--- src/rtl/seg_scan_decoder.sv ---
// Receive side of an 8-digit multiplexed 7-segment scan bus: synchronises, debounces each
// scan slot and decodes every glyph back to a hex nibble per digit, with frame/error/stall flags.
module seg_scan_decoder #(
   parameter int STABLE_CYC = 4,
   parameter int TIMEOUT    = 1024
) (
   input  logic        CLK,
   input  logic        RSTN,
   input  logic [7:0]  SEG_COM,
   input  logic [6:0]  SEG_DATA,
   input  logic        CLR,
   output logic [31:0] DIGIT_VAL,
   output logic [7:0]  DIGIT_OK,
   output logic        FRAME_VLD,
   output logic        BAD_COM,
   output logic        STALE
);
   localparam int          CNT_W = $clog2(STABLE_CYC) + 1;
   localparam int          TMR_W = $clog2(TIMEOUT + 1);
   localparam logic [14:0] BLANK = {8'hFF, 7'h00};

   typedef enum logic [1:0] {SETTLE, CAPTURE, HELD} state_t;

   // Returns {legal, value}; unlisted segment codes are illegal.
   function automatic logic [4:0] decode_glyph(input logic [6:0] seg);
      case (seg)
         7'b1111110: return 5'h10;
         7'b0110000: return 5'h11;
         7'b1101101: return 5'h12;
         7'b1111001: return 5'h13;
         7'b0110011: return 5'h14;
         7'b1011011: return 5'h15;
         7'b1011111: return 5'h16;
         7'b1110000: return 5'h17;
         7'b1111111: return 5'h18;
         7'b1111011: return 5'h19;
         7'b1110111: return 5'h1A;
         7'b0011111: return 5'h1B;
         7'b1001110: return 5'h1C;
         7'b0111101: return 5'h1D;
         7'b1001111: return 5'h1E;
         7'b1000111: return 5'h1F;
         default:    return 5'h00;
      endcase
   endfunction

   logic [14:0]      sync_p0, sync_p1, pat_p2;
   state_t           state, state_nxt;
   logic [CNT_W-1:0] cnt, cnt_nxt;
   logic             changed;
   logic [7:0]       sel, mask, mask_nxt;
   logic [4:0]       glyph;
   logic             sel_one, cap_digit, cap_bad, frame_now;
   logic [TMR_W-1:0] timer;

   // Stage p0/p1: two-flop synchroniser; p2 keeps the previous synchronised pattern
   always_ff @(posedge CLK or negedge RSTN) begin
      if (!RSTN) begin
         sync_p0 <= BLANK;
         sync_p1 <= BLANK;
         pat_p2  <= BLANK;
      end else begin
         sync_p0 <= {SEG_COM, SEG_DATA};
         sync_p1 <= sync_p0;
         pat_p2  <= sync_p1;
      end
   end

   always_ff @(posedge CLK or negedge RSTN) begin
      if (!RSTN) begin
         state <= SETTLE;
         cnt   <= '0;
      end else begin
         state <= state_nxt;
         cnt   <= cnt_nxt;
      end
   end

   always_comb begin
      state_nxt = state;
      cnt_nxt   = cnt;
      changed   = (sync_p1 != pat_p2);
      case (state)
         SETTLE: begin
            if (changed) begin
               cnt_nxt = CNT_W'(1);
            end else begin
               if (cnt < CNT_W'(STABLE_CYC)) cnt_nxt = cnt + 1'b1;
               if (cnt >= CNT_W'(STABLE_CYC - 1)) state_nxt = CAPTURE;
            end
         end
         CAPTURE, HELD: begin
            if (changed) begin
               state_nxt = SETTLE;
               cnt_nxt   = CNT_W'(1);
            end else begin
               state_nxt = HELD;
            end
         end
         default: state_nxt = SETTLE;
      endcase
   end

   // Stage p3: capture action on the pattern that completed its hold (held in pat_p2)
   always_comb begin
      sel       = ~pat_p2[14:7];
      glyph     = decode_glyph(pat_p2[6:0]);
      sel_one   = (sel != 8'h00) && ((sel & (sel - 1'b1)) == 8'h00);
      cap_digit = (state == CAPTURE) && sel_one;
      cap_bad   = (state == CAPTURE) && (sel != 8'h00) && !sel_one;
      mask_nxt  = cap_digit ? (mask | sel) : mask;
      frame_now = (mask_nxt == 8'hFF);
   end

   // Select bit j (active low) maps to nibble [4j+3:4j] and DIGIT_OK[j].
   always_ff @(posedge CLK or negedge RSTN) begin
      if (!RSTN) begin
         DIGIT_VAL <= '0;
         DIGIT_OK  <= '0;
      end else if (cap_digit) begin
         for (int j = 0; j < 8; j++) begin
            if (sel[j]) begin
               DIGIT_OK[j] <= glyph[4];
               if (glyph[4]) DIGIT_VAL[4*j +: 4] <= glyph[3:0];
            end
         end
      end
   end

   always_ff @(posedge CLK or negedge RSTN) begin
      if (!RSTN) begin
         BAD_COM   <= 1'b0;
         FRAME_VLD <= 1'b0;
         mask      <= '0;
         timer     <= '0;
      end else if (CLR) begin
         BAD_COM   <= 1'b0;
         FRAME_VLD <= 1'b0;
         mask      <= '0;
         timer     <= '0;
      end else begin
         BAD_COM   <= BAD_COM | cap_bad;
         FRAME_VLD <= frame_now;
         mask      <= frame_now ? 8'h00 : mask_nxt;
         if (cap_digit)                        timer <= '0;
         else if (timer != TMR_W'(TIMEOUT))    timer <= timer + 1'b1;
      end
   end

   assign STALE = (timer == TMR_W'(TIMEOUT));

endmodule
--- config.mk ---
export PLATFORM = sky130hd
export DESIGN_NAME = seg_scan_decoder
export DESIGN_NICKNAME = d
export VERILOG_FILES = /design/src/rtl/seg_scan_decoder.sv
export SDC_FILE = /design/constraint.sdc
export NUM_CORES = 1
export LEC_CHECK = 0
export CORE_MARGIN = 5
export CORE_UTILIZATION = 45
export CTS_BUF_LIST = sky130_fd_sc_hd__clkbuf_8
export DETAILED_ROUTE_END_ITERATION = 8
export HOLD_SLACK_MARGIN = 0.05
export PLACE_DENSITY = 0.73
export SETUP_SLACK_MARGIN = 0.3
export SLEW_MARGIN = 20
export SYNTH_ARGS = -nofsm -noshare
export SYNTH_HDL_FRONTEND = slang
export SYNTH_SLANG_ARGS = --single-unit
--- constraint.sdc ---
create_clock -name CLK -period 2.1 [get_ports CLK]
set_clock_uncertainty 0.05 [all_clocks]
set_input_delay 0.42 -clock CLK [delete_from_list [all_inputs] [get_ports CLK]]
set_output_delay 0.42 -clock CLK [all_outputs]
set_load 0.02 [all_outputs]
==> flow_metrics.env <==
export IMPL_status="finished, violations left"
export IMPL_violations="setup timing"
export IMPL_combPwrFrac_pct=10.5
export IMPL_clk_pin_slew_ns=0.10
export IMPL_synth_flop_cell="dfrtp_1"
export IMPL_antenna_left=0
export IMPL_tns_ns=-3.009
export IMPL_grt_pass1_vias=3840
export IMPL_grt_util_all_layers_pct=18.27
export IMPL_max_freq_mhz=439.1
export IMPL_internal_power_mw=2.907
export IMPL_yosys_area_top_type="dfrtp_1"
export IMPL_holdCritStartpoint="sync_p0[3]$_DFF_PN0_"
export IMPL_place_congestion=0.8588
export IMPL_rsz0062_at_grt="yes"
export IMPL_ys_seq_area_share_pct=59.24
export IMPL_r2r_start="pat_p2[9]$_DFF_PN1_"
export IMPL_netlist_top_cells_area="dfrtp_1 46%, dfstp_2 13%, xnor2_1 3.1%"
export IMPL_synth_top_cell_area_share_pct=45.93
export IMPL_ys_ff_latch=111
export IMPL_io_pins=61
export IMPL_swShare_pct=25.24
export IMPL_place_area_mm2=0.006241
export IMPL_viasPerCell=5.330
export IMPL_power_density_mw_per_mm2=556.8
export IMPL_p_clk_share_pct=31.7
export IMPL_cts_tree="built"
export IMPL_drive_gt1_share_pct=40.21
export IMPL_reg2reg_slack_ns=-0.18
export IMPL_async_flop_share_pct=100.0
export IMPL_max_cap_viol_count=0
export IMPL_cts_htree_levels=3
export IMPL_finalSetupViolations=44
export IMPL_cp_required_ns=2.31
export IMPL_die_area_mm2=0.01268
export IMPL_rows=37
export IMPL_overflow=0
export IMPL_slew_headroom_pct=67.73
export IMPL_die_y_um=112.6
export IMPL_yosys_warnings=0
export IMPL_diodes=0
export IMPL_grt_start_max_net_pins=57
export IMPL_rr_worst_depth=8
export IMPL_hp_class="reg2reg"
export IMPL_clk_path_buf_depth=2
export IMPL_syn2layout_area_growth_pct=47.36
export IMPL_final_max_slew_viol_count=0
export IMPL_grt_pass1_wl_um=18840
export IMPL_fin_cells=713
export IMPL_drt_pre_antenna_iters=4
export IMPL_wl_met1_um=5082
export IMPL_r2r_end="DIGIT_VAL[4]$_DFFE_PN0P_"
export IMPL_finalWirelength_um=11860
export IMPL_ir_drop_v=0.0004500
export IMPL_wl_per_cell_um=16.63
export IMPL_synth_cells=410
export IMPL_dp_hpwl_um=7853
export IMPL_vias=3800
export IMPL_startpoint_type="register"
export IMPL_arrival_ns=2.49
export IMPL_seq_power_share_pct=57.8
export IMPL_cp_max_fo=6
export IMPL_cts_root_buffer="clkbuf_8"
export IMPL_finalHoldViolCount=0
export IMPL_initial_core_util_pct=46.12
export IMPL_min_path_cells=0
export IMPL_worstMarginPinSlew_ns=0.4811
export IMPL_setup_slack_ns=-0.1771
export IMPL_wl_met2_um=5934
export IMPL_wl_met3_um=652
export IMPL_cts_sinks=111
export IMPL_io_buffers=60
export IMPL_antenna_found_initial=0
export IMPL_fin_nets=596
export IMPL_dpl_cell_count=665
export IMPL_syn_area_mm2=0.004740
export IMPL_fin_crit_sh_pct=108.4
export IMPL_syn_num_nets=434
export IMPL_die_width_um=112.6
export IMPL_p_leak_nw=3.301
export IMPL_drc=0
export IMPL_criticalPathCategory="reg2reg"
export IMPL_insertion_delay_ns=0.38
export IMPL_cp_end_kind="register"
export IMPL_switchingPower_mw=0.9816
export IMPL_synth_edf_count=0
export IMPL_avgSynthCellArea_um2=11.56
export IMPL_ys_types=62
export IMPL_drt_iter0_markers=232
export IMPL_hold_path_end="sync_p1[3]$_DFF_PN0_"
export IMPL_cts_inserted_buffers=9
export IMPL_fin_area_mm2=0.006984
export IMPL_fin_crit_ns=2.277
export IMPL_power_mw=3.889
export IMPL_coreArea_mm2=0.01028
export IMPL_maxUsedRoutingLayer="met4"
==> per-stage QoR <==
| step | worst slack (ns) | util [%] | hold slack (ns) |
|---|---|---|---|
| 2_1_floorplan | -0.1798 | - | 0.07441 |
| 3_3_place_gp | -0.1309 | 60.73 | 0.2818 |
| 3_5_place_dp | -0.2149 | 60.73 | 0.2847 |
| 4_1_cts | -0.1528 | 66.23 | 0.3086 |
| 5_1_grt | -0.2721 | 67.96 | 0.3139 |
| 6_report | -0.1771 | 67.96 | 0.3054 |
==> per-layer routing <==
layer  global-route usage [%]  up-vias
met2                    30.17      132
met3                    3.019       18
met1                    24.27     1876
met4                    6.731        0
li1                         -     1774
met5                        0        -
==> sequential cells by signal, summed over array words and instances, names as in the netlist <==
register   count
DIGIT_OK       8
sync_p0       15
pat_p2        15
FRAME_VLD      1
timer         11
BAD_COM        1
state          2
DIGIT_VAL     32
cnt            3
mask           8
sync_p1       15
==> worst max-delay path by stage <==
| stage | to | cells after the start | startpoint |
|---|---|---|---|
| floorplan | FRAME_VLD$_DFF_PN0_ | 7 | pat_p2[7]$_DFF_PN1_ |
| CTS | DIGIT_VAL[0]$_DFFE_PN0P_ | 7 | pat_p2[9]$_DFF_PN1_ |
| finish | DIGIT_VAL[4]$_DFFE_PN0P_ | 8 | pat_p2[9]$_DFF_PN1_ |
| detailed placement | FRAME_VLD$_DFF_PN0_ | 7 | pat_p2[9]$_DFF_PN1_ |
| global route | DIGIT_VAL[4]$_DFFE_PN0P_ | 8 | pat_p2[9]$_DFF_PN1_ |
| global placement | FRAME_VLD$_DFF_PN0_ | 7 | pat_p2[9]$_DFF_PN1_ |
==> cells in the final DEF (no fill, tap or decap), types with 5 or more instances in the layout <==
| cell type | netlist | layout |
|---|---|---|
| a21oi_1 | 14 | 6 |
| nand4_1 | 6 | 6 |
| xor2_1 | 9 | 9 |
| dlygate4sd2_1 | 0 | 42 |
| o21ai_1 | 3 | 12 |
| a211oi_1 | 7 | 5 |
| dfstp_2 | 24 | 24 |
| clkdlybuf4s50_1 | 0 | 16 |
| inv_1 | 24 | 22 |
| a21o_1 | 5 | 5 |
| o22ai_1 | 5 | 5 |
| o21ai_2 | 0 | 7 |
| a22o_1 | 9 | 9 |
| clkbuf_8 | 0 | 11 |
| nand2_1 | 25 | 22 |
| mux2_2 | 8 | 5 |
| nand2b_1 | 5 | 5 |
| xnor2_1 | 17 | 13 |
| nor2_1 | 28 | 26 |
| ha_1 | 6 | 5 |
| dfrtp_1 | 87 | 85 |
| a21oi_2 | 2 | 5 |
| buf_4 | 0 | 86 |
| o21ai_0 | 28 | 9 |
| nand3_1 | 11 | 10 |
| a21oi_4 | 0 | 5 |
| buf_6 | 0 | 15 |
==> cells in the mapped netlist (3+ instances only) <==
| master | instances |
|---|---|
| xnor2_1 | 17 |
| a211oi_1 | 7 |
| a21oi_1 | 14 |
| dfrtp_1 | 87 |
| nor3b_1 | 3 |
| a22o_1 | 9 |
| nor3_1 | 7 |
| o21ai_0 | 28 |
| dfstp_2 | 24 |
| and2_1 | 6 |
| nand3b_1 | 3 |
| nor2_1 | 28 |
| inv_1 | 24 |
| a21o_1 | 5 |
| nand4_1 | 6 |
| nor4_1 | 3 |
| o22ai_1 | 5 |
| nand3_1 | 11 |
| o21ai_1 | 3 |
| ha_1 | 6 |
| clkbuf_1 | 6 |
| nand2_1 | 25 |
| nand2b_1 | 5 |
| nor2b_1 | 3 |
| and3_1 | 4 |
| xor2_1 | 9 |
| buf_2 | 10 |
| mux2_2 | 8 |
==> what timing repair did <==
item,in CTS,in global routing
buffers inserted,25,4
cloned,2,0
pin swaps,23,11
endpoints found under the setup margin,109,67
hold endpoints to repair,23,0
hold buffers,1,0
gates resized for setup,102,31
==> cell type report <==
type	instances	area, µm²
Clock buffer	11	151.4
Clock inverter	5	40.04
Fill cell	738	3293
Inverter	24	90.09
Multi-Input combinational cell	258	2227
Sequential cell	111	2810
Tap cell	136	170.2
Timing Repair Buffer	168	1495
==> cells by family after synthesis <==
| kind of cell | synth area share [%] |
|---|---|
| muxes | 2.112 |
| adders and majority gates | 1.584 |
| and+or+nand+nor | 13.99 |
| AOI/OAI and AO/OA | 14.76 |
| buffers and inverters | 3.511 |
| DFF | 59.24 |
| xor gates and xnor gates | 4.805 |
==> worst max-delay path: stages (launching register included) <==
cell	delay [ns]
dfstp_2	0.62
buf_6	0.12
o211ai_1	0.12
a221oi_4	0.27
o221a_4	0.32
buf_12	0.12
nand2_4	0.05
a21oi_4	0.17
mux2_4	0.32
==> power groups by stage <==
stage          clock, mW  sequential, mW  combinational, mW
6_report            1.23            2.25              0.409
3_3_place_gp           0            2.28              0.309
2_1_floorplan          0            2.27              0.164
5_1_grt             1.33            2.26              0.440
3_5_place_dp           0            2.28              0.320
4_1_cts             1.25            2.24              0.378
No activity file was read; power rests on OpenSTA's default activity.
